==> src/rtl/vga_pmod_capture.sv <==
// Receiving end of the TinyVGA PMOD bus: recovers pixel coordinates and colour,
// checks line/frame timing, tracks lock and produces a per-frame signature.
module vga_pmod_capture #(
    parameter int H_TOTAL        = 800,
    parameter int H_ACTIVE_START = 144,
    parameter int H_ACTIVE       = 640,
    parameter int V_TOTAL        = 525,
    parameter int V_ACTIVE_START = 34,
    parameter int V_ACTIVE       = 480
) (
    input  logic        clk,
    input  logic        rst,
    input  logic [7:0]  i_vga,
    output logic        o_pix_valid,
    output logic [9:0]  o_x,
    output logic [9:0]  o_y,
    output logic [1:0]  o_r,
    output logic [1:0]  o_g,
    output logic [1:0]  o_b,
    output logic        o_frame_done,
    output logic [15:0] o_frame_sig,
    output logic        o_locked,
    output logic        o_err_h,
    output logic        o_err_v
);

    localparam logic [9:0] CNT_MAX  = 10'd1023;
    localparam logic [9:0] H_LAST   = 10'(H_TOTAL - 1);
    localparam logic [9:0] V_LAST   = 10'(V_TOTAL - 1);
    localparam logic [9:0] HA_FIRST = 10'(H_ACTIVE_START);
    localparam logic [9:0] HA_LAST  = 10'(H_ACTIVE_START + H_ACTIVE - 1);
    localparam logic [9:0] VA_FIRST = 10'(V_ACTIVE_START);
    localparam logic [9:0] VA_LAST  = 10'(V_ACTIVE_START + V_ACTIVE - 1);
    localparam logic [9:0] X_LAST   = 10'(H_ACTIVE - 1);
    localparam logic [9:0] Y_LAST   = 10'(V_ACTIVE - 1);

    typedef enum logic [1:0] {
        UNSYNC  = 2'd0,
        ACQUIRE = 2'd1,
        LOCKED  = 2'd2
    } lock_state_t;

    function automatic logic [15:0] sig_next(input logic [15:0] sig, input logic [5:0] rgb);
        return {sig[14:0], sig[15]} ^ {10'b0, rgb};
    endfunction

    logic [7:0]  r_s1, r_s1_d;
    logic [9:0]  r_hcnt, r_vcnt;
    logic        r_vpend, r_h_seen, r_v_seen, r_clean;
    logic [15:0] r_sig;
    lock_state_t r_state, w_state_next;

    logic        w_h_edge, w_v_edge, w_vrst, w_valid, w_err_h, w_err_v, w_last;
    logic [9:0]  w_hcnt, w_vcnt;
    logic [1:0]  w_r, w_g, w_b;

    assign w_h_edge = ~r_s1[7] & r_s1_d[7];
    assign w_v_edge = ~r_s1[3] & r_s1_d[3];
    assign w_vrst   = w_h_edge & (r_vpend | w_v_edge);
    assign w_r      = {r_s1[0], r_s1[4]};
    assign w_g      = {r_s1[1], r_s1[5]};
    assign w_b      = {r_s1[2], r_s1[6]};
    assign w_err_h  = w_h_edge & r_h_seen & (r_hcnt != H_LAST);
    assign w_err_v  = w_vrst & r_v_seen & (r_vcnt != V_LAST);
    assign w_last   = o_pix_valid & (o_x == X_LAST) & (o_y == Y_LAST);

    // Sample-index counters for the sample currently held in r_s1.
    always_comb begin
        w_hcnt = r_hcnt;
        w_vcnt = r_vcnt;
        if (w_h_edge) begin
            w_hcnt = 10'd0;
        end else if (r_hcnt != CNT_MAX) begin
            w_hcnt = r_hcnt + 10'd1;
        end else begin
            w_hcnt = CNT_MAX;
        end
        if (w_vrst) begin
            w_vcnt = 10'd0;
        end else if (w_h_edge && (r_vcnt != CNT_MAX)) begin
            w_vcnt = r_vcnt + 10'd1;
        end else begin
            w_vcnt = r_vcnt;
        end
        w_valid = r_v_seen && (w_hcnt >= HA_FIRST) && (w_hcnt <= HA_LAST)
                  && (w_vcnt >= VA_FIRST) && (w_vcnt <= VA_LAST);
    end

    // Lock tracking: an error always falls back to ACQUIRE, a clean frame locks.
    always_comb begin
        w_state_next = r_state;
        case (r_state)
            UNSYNC: begin
                if (w_vrst) w_state_next = ACQUIRE;
                else        w_state_next = UNSYNC;
            end
            ACQUIRE: begin
                if (w_err_h || w_err_v)       w_state_next = ACQUIRE;
                else if (w_vrst && r_clean)   w_state_next = LOCKED;
                else                          w_state_next = ACQUIRE;
            end
            LOCKED: begin
                if (w_err_h || w_err_v) w_state_next = ACQUIRE;
                else                    w_state_next = LOCKED;
            end
            default: w_state_next = UNSYNC;
        endcase
    end

    // Input sampling, counters and sync/frame bookkeeping.
    always_ff @(posedge clk or posedge rst) begin
        if (rst) begin
            r_s1     <= 8'd0;
            r_s1_d   <= 8'd0;
            r_hcnt   <= 10'd0;
            r_vcnt   <= 10'd0;
            r_vpend  <= 1'b0;
            r_h_seen <= 1'b0;
            r_v_seen <= 1'b0;
            r_clean  <= 1'b0;
            r_sig    <= 16'd0;
            r_state  <= UNSYNC;
        end else begin
            r_s1     <= i_vga;
            r_s1_d   <= r_s1;
            r_hcnt   <= w_hcnt;
            r_vcnt   <= w_vcnt;
            r_h_seen <= r_h_seen | w_h_edge;
            r_v_seen <= r_v_seen | w_vrst;
            r_state  <= w_state_next;
            if (w_h_edge)      r_vpend <= 1'b0;
            else if (w_v_edge) r_vpend <= 1'b1;
            // A new frame starts a fresh clean check even if the old one ended badly.
            if (w_vrst)                  r_clean <= 1'b1;
            else if (w_err_h || w_err_v) r_clean <= 1'b0;
            if (w_vrst)       r_sig <= 16'd0;
            else if (w_valid) r_sig <= sig_next(r_sig, {w_r, w_g, w_b});
        end
    end

    // Registered outputs, two cycles behind the bus.
    always_ff @(posedge clk or posedge rst) begin
        if (rst) begin
            o_pix_valid  <= 1'b0;
            o_x          <= 10'd0;
            o_y          <= 10'd0;
            o_r          <= 2'd0;
            o_g          <= 2'd0;
            o_b          <= 2'd0;
            o_frame_done <= 1'b0;
            o_frame_sig  <= 16'd0;
            o_locked     <= 1'b0;
            o_err_h      <= 1'b0;
            o_err_v      <= 1'b0;
        end else begin
            o_pix_valid  <= w_valid;
            o_x          <= w_valid ? (w_hcnt - HA_FIRST) : 10'd0;
            o_y          <= w_valid ? (w_vcnt - VA_FIRST) : 10'd0;
            o_r          <= w_valid ? w_r : 2'd0;
            o_g          <= w_valid ? w_g : 2'd0;
            o_b          <= w_valid ? w_b : 2'd0;
            o_frame_done <= w_last;
            o_frame_sig  <= w_last ? r_sig : o_frame_sig;
            o_locked     <= (w_state_next == LOCKED);
            o_err_h      <= w_err_h;
            o_err_v      <= w_err_v;
        end
    end

endmodule

==> config.mk <==
export PLATFORM = sky130hd
export DESIGN_NAME = vga_pmod_capture
export DESIGN_NICKNAME = d
export VERILOG_FILES = /design/src/rtl/vga_pmod_capture.sv
export SDC_FILE = /design/constraint.sdc
export NUM_CORES = 1
export LEC_CHECK = 0
export ABC_AREA = 1
export CAP_MARGIN = 40
export CORE_MARGIN = 3
export CORE_UTILIZATION = 60
export CTS_CLUSTER_SIZE = 28
export DETAILED_ROUTE_END_ITERATION = 16
export PLACE_DENSITY = 0.85
export SYNTH_ARGS = -nofsm -noshare
export SYNTH_HDL_FRONTEND = slang
export SYNTH_SLANG_ARGS = --single-unit
==> constraint.sdc <==
create_clock -name clk -period 7.8 [get_ports clk]
set_input_delay 0.78 -clock clk [delete_from_list [all_inputs] [get_ports clk]]
set_output_delay 0.78 -clock clk [all_outputs]
set_load 0.005 [all_outputs]
==> results.toml, run 1 <==
[floorplan]
core_um2 = 7410
die_y_um = 94.3
row_count = 31
fp.dieArea_um2 = 8890
io_pins = 57
initial_core_util_pct = 63.1
die_w_um = 94.3

[clock_tree]
clock_path_buffers = 2
cts_root_buf = "clkbuf_8"
path_clk_slew_ps = 110
insertion_delay_ps = 360
cts-htree-levels = 3
cts_inserted_buffers = 9
clock_sinks = 99
cts_tree = "yes"
cts_hold_buf = 0
post_cts_resized = 0
post-cts-setup-buffers = 0

[synthesis]
synth_top_area_share_pct = 53.0
synth_cells = 540
ys_seq_area_share_pct = 53.0
syn_area_um2 = 4680
synthArstFlopShare_pct = 100
synth_seq_cells = 99
syn_avg_cell_area_um2 = 8.66
synthFlopType = "dfrtp_1"
synth_edf_count = 0
synth.distinct_cells = 34
netlist_top_cells_area = "dfrtp_1, nand2_1, inv_1, nor2_1, nand3_1"
yosys.area.top_type = "dfrtp_1"
yosysWarningCount = 0
syn_nets = 557

[timing]
rsz0062_at_grt = "false"
tightest_slew_ps = 831
post-route-period-util_pct = 46.1
setup_viol = 0
finalHoldViolations = 0
slew_headroom_pct = 44.6
setup_slack_ps = 4200
fin_worst_skew_ps = 15.7
setup_tns_ps = 0
maxClockFrequency_mhz = 278
maxSlewViolCount = 0
finalCriticalPeriod_ps = 3600

[drt]
antenna_left = 0
wl_met2_um = 4630
drtPass1Iterations = 5
post-route-drc-count = 0
wl_um = 9530
vias_per_cell = 5.19
wire_per_inst_um = 13.6
dr_wl_met3_um = 451
vias = 3635
drtIter0Drc = 167
drt-met1-wl_um = 4310
routed.top_layer = "met4"

[layout]
multiInputGateArea_um2 = 1800
nNetsFinal = 614
area_growth_pct = 17.2
diodes = 0
fillers = 564
register_area_um2 = 2480
drive_gt1_share_pct = 12.5

[setup_path]
r2r_cells = 13
critical_path_required_ps = 8100
r2r_slack_ps = 4200
path_max_fanout = 44
startpoint_type = "flop"
cp-end-kind = "flop"
worstSetupPathType = "flop to flop"
r2r_start = "r_s1[7]"
crit_arrival_ps = 3900
r2r-end = "r_sig[12]"

[global_routing]
grt_pass1_wl_um = 16800
grt_antenna_before_repair = 0
grt_usage_pct = 24.0
grt_pass1_vias = 3692
grt_overflow = 0
grt_max_degree = 70

[hold_path]
min_from = "r_s1[3]"
min_to = "r_s1_d[3]"
min_path_cells = 0
worstHoldPathType = "flop to flop"

[place]
place_congestion = 0.864
numPortBuffers = 56
hpwl_um = 7000
post-place-ws_ps = 4260

[power]
vdd_drop_max_mv = 0.148
p_seq_share_pct = 53.2
leakagePower_nw = 2.82
intPower_w = 0.000721
p_comb_share_pct = 16.5
pwr-share-clk_pct = 30.2
p_sw_w = 0.000327
p_sw_share_pct = 31.2
powerDensity_nw_per_um2 = 191

[job]
maxCapViolations = 0

[status]
outcome = "completed"
-- cells in the mapped netlist (6+ instances only) --
library cell / n
nand2_2: 12
dfrtp_1: 99
o21ai_0: 24
nand4_1: 17
ha_1: 7
xor2_1: 11
nand2_1: 143
nand3_1: 31
nor2_1: 42
nor2_2: 21
inv_1: 78
nand3_2: 6
a21oi_1: 7
-- through the flow --
stage / hold slack, ps / total power (W) / utilization (%) / cell area [um2] / instances
3_5_place_dp: 366 / 0.000741 / 71.4 / 5290 / 685
6_report: 389 / 0.00105 / 74.0 / 5480 / 701
3_3_place_gp: 358 / 0.000733 / 71.4 / 5290 / 685
4_1_cts: 390 / 0.00106 / 74.0 / 5480 / 701
5_1_grt: 409 / 0.00111 / 74.0 / 5480 / 701
2_1_floorplan: 354 / 0.000697 / - / 4680 / 540
-- sequential cells by signal, indices dropped and copies added, names as in the netlist, 8 cells and up --
| name | count |
|---|---|
| r_vcnt | 10 |
| o_x | 10 |
| o_y | 10 |
| o_frame_sig | 16 |
| r_sig | 16 |
| r_hcnt | 10 |
| r_s1 | 8 |
-- power by group through the flow --
stage	clock, W	sequential, W	combinational [W]
finish	0.000317	0.000558	0.000174
floorplan	0	0.000563	0.000134
global placement	0	0.000566	0.000166
CTS	0.000324	0.000558	0.000174
detailed placement	0	0.000568	0.000172
global route	0.000348	0.000562	0.000200
-- layer usage --
layer	vias up	global-route usage [%]
met5	-	0
met3	14	4.65
met1	1720	32.9
met4	0	6.86
met2	105	39.3
li1	1796	-
-- critical path, cell delays in order (launching register included) --
cell	delay (ps)
dfrtp_1	390
nor2_1	620
inv_1	400
nor2_1	250
nand3_1	120
nand3_1	150
nand2_2	120
nor2_1	170
nand3_1	110
nand2_2	170
nand3_4	520
inv_2	350
nand2_1	90
nand2_1	80
-- how the worst max path moves through the flow --
stage          startpoint        end  cells past startpoint
4_1_cts         r_hcnt[0]   r_sig[8]                     18
3_3_place_gp      r_s1[7]  r_sig[11]                     15
5_1_grt         r_hcnt[0]  r_sig[13]                     18
3_5_place_dp    r_hcnt[0]  r_sig[11]                     18
6_report          r_s1[7]  r_sig[12]                     13
2_1_floorplan         rst     o_b[0]                      1
-- cell type report --
class	instances	area share (%)
Sequential cell	99	45.2
Multi-Input combinational cell	346	32.8
Timing Repair Buffer	57	10.4
Inverter	84	5.80
Clock buffer	10	2.51
Tap cell	99	2.26
Clock inverter	6	1.03
-- placed cells by master (no fill, tap or decap), types with 2 or more instances in the layout --
| master | count |
|---|---|
| nor2_1 | 42 |
| nand2_2 | 12 |
| nand3_2 | 6 |
| o21bai_1 | 2 |
| nor2_4 | 3 |
| nand3_4 | 3 |
| ha_1 | 7 |
| nor3_2 | 3 |
| clkdlybuf4s50_1 | 56 |
| xnor2_1 | 2 |
| dfrtp_1 | 99 |
| xor2_1 | 11 |
| inv_8 | 2 |
| o21ai_0 | 24 |
| nand3_1 | 31 |
| a21oi_1 | 7 |
| inv_2 | 4 |
| nor2_2 | 21 |
| nand2_1 | 143 |
| nand4_1 | 17 |
| a21oi_2 | 2 |
| nor4_1 | 3 |
| inv_1 | 77 |
| clkbuf_8 | 10 |
| clkinv_1 | 2 |
| clkinv_4 | 2 |
-- logic make-up after synthesis --
family                     count (synthesis)  share of synthesized area [%]
AOI/OAI and AO/OA                         38                           4.52
xor gates and xnor gates                  13                           2.43
adders and majority gates                  7                           1.87
buffers and inverters                     95                           8.56
DFF                                       99                           53.0
and+or+nand+nor                          288                           29.7
Power figures use the tool's default switching activity.
==> run 2: changes to the inputs <==
--- a/config.mk
+++ b/config.mk
@@ -8,10 +8,10 @@
 export ABC_AREA = 1
 export CAP_MARGIN = 40
 export CORE_MARGIN = 3
-export CORE_UTILIZATION = 60
+export CORE_UTILIZATION = 50
 export CTS_CLUSTER_SIZE = 28
 export DETAILED_ROUTE_END_ITERATION = 16
-export PLACE_DENSITY = 0.85
+export PLACE_DENSITY = 0.76
 export SYNTH_ARGS = -nofsm -noshare
 export SYNTH_HDL_FRONTEND = slang
 export SYNTH_SLANG_ARGS = --single-unit
==> constraint.sdc (replaced) <==
create_clock -name clk -period 3 [get_ports clk]
set_input_delay 0.3 -clock clk [delete_from_list [all_inputs] [get_ports clk]]
set_output_delay 0.3 -clock clk [all_outputs]
set_load 0.005 [all_outputs]
==> results.toml, run 2 (synthesized netlist as in run 1, its figures left out) <==
[setup_path]
critical_path_required_ps = 3270
path_max_fanout = 23
crit_arrival_ps = 2960
path_cells = "ha_1, nand2_1, nor2_2, nand3_1, a21oi_2, inv_1, ha_1, nand2_2, nand2_1, nand2_1, o21bai_1, nor2_4, nand3_4, buf_12, nand2_1, o21ai_0"
r2r_start = "r_hcnt[0]"
cp-end-kind = "flop"
worstSetupPathType = "flop to flop"
critPathSlowestCell = "dfrtp_1"
r2r_slack_ps = 300
timing.critical_path.to = "r_sig[5]"
startpoint = "r_hcnt[0]"
startpoint_type = "flop"
critical_path.most_common_cell = "nand2_1"
slowest_delay_ps = 420
r2r-end = "r_sig[5]"
r2r_cells = 16

[power]
powerDensity_nw_per_um2 = 490
p_seq_share_pct = 53.1
leakagePower_nw = 2.86
intPower_w = 0.00188
p_sw_w = 0.000856
vdd_drop_max_mv = 0.263
pwr-share-clk_pct = 30.3
p_sw_share_pct = 31.3
p_comb_share_pct = 16.6

[timing]
finalCriticalPeriod_ps = 2700
finalHoldViolations = 0
maxClockFrequency_mhz = 371
slew_headroom_pct = 49.7
post-route-period-util_pct = 89.9
tightest_slew_ps = 752
setup_viol = 0
rsz0062_at_grt = "false"
fin_worst_skew_ps = 15.6
maxSlewViolCount = 0
setup_tns_ps = 0

[clock_tree]
cts_root_buf = "clkbuf_8"
clock_path_buffers = 2
cts_tree = "yes"
post_cts_resized = 0
clock_sinks = 99
post-cts-setup-buffers = 0
insertion_delay_ps = 370
cts_inserted_buffers = 9
path_clk_slew_ps = 110
cts-htree-levels = 3
cts_hold_buf = 0

[drt]
wire_per_inst_um = 13.0
post-route-drc-count = 0
vias_per_cell = 4.96
wl_um = 9330
vias = 3553
drtPass1Iterations = 4
drtIter0Drc = 149
antenna_left = 0

[layout]
nNetsFinal = 620
fillers = 743
final_cell_mix = "nand2_1, dfrtp_1, inv_1, clkdlybuf4s50_1, nor2_1"
area_growth_pct = 19.2
fin_area_um2 = 5580
drive_gt1_share_pct = 13.5
fin_util_pct = 62.7
diodes = 0
final_common_cell = "nand2_1"
reg.largest.list = "o_frame_sig: 16 flops, r_sig: 16 flops"

[floorplan]
core_um2 = 8890
die_w_um = 103
row_count = 34
io_pins = 57
die_y_um = 103
fp.dieArea_um2 = 10600
initial_core_util_pct = 52.6

[job]
maxCapViolations = 0

[hold_path]
worstHoldPathType = "input port to async pin"

[place]
numPortBuffers = 56
hpwl_um = 6860
place_congestion = 0.898
dpl_cell_area_um2 = 5380

[global_routing]
grt_pass1_vias = 3522
grt_max_degree = 54
grt_antenna_before_repair = 0
grt_pass1_wl_um = 16000
grt_overflow = 0
grt_usage_pct = 19.3

[status]
outcome = "completed"
## run 2: power groups by stage
stage          sequential [W]  clock, W  combinational (W)
2_1_floorplan         0.00146         0           0.000350
5_1_grt               0.00146  0.000906           0.000523
4_1_cts               0.00145  0.000847           0.000457
3_5_place_dp          0.00148         0           0.000453
3_3_place_gp          0.00147         0           0.000438
6_report              0.00145  0.000830           0.000453
## run 2: critical path, delay by kind of cell, from the launching register on
family,cells,cell delay [ps]
and+or+nand+nor,9,1010
adders and majority gates,2,460
DFF,1,420
AOI/OAI and AO/OA,3,390
buffers and inverters,2,300
## run 2: layer usage
metal	GRT usage (%)	up-vias	share of wire [%]
li1	-	1803	-
met5	0	-	0
met1	26.8	1676	48
met4	6.97	0	1.5
met2	31.0	64	47
met3	2.77	10	3.4
## run 2: how the worst min path moves through the flow
stage / endpoint
after floorplan: r_s1[0]
after global placement: r_s1_d[3]
after detailed placement: r_s1_d[3]
after CTS: r_s1[2]
after global routing: r_s1[4]
final: o_frame_sig[9]
## run 2: area by class of cell
class / instances / area (um2) / area share, %
tap: 108 / 135 / 2.42
clock buffer: 10 / 138 / 2.47
multi-input combinational: 346 / 1800 / 32.4
sequential: 99 / 2480 / 44.4
timing repair buffer: 63 / 651 / 11.7
inverter: 84 / 318 / 5.70
clock inverter: 6 / 53.8 / 0.965
## run 2: stage by stage
stage	instances	hold WS (ps)	setup WS (ps)	total power, W
floorplan	540	331	110	0.00181
global placement	700	361	338	0.00191
detailed placement	700	367	209	0.00193
CTS	716	341	205	0.00275
global route	716	341	17.6	0.00289
finish	716	341	304	0.00274
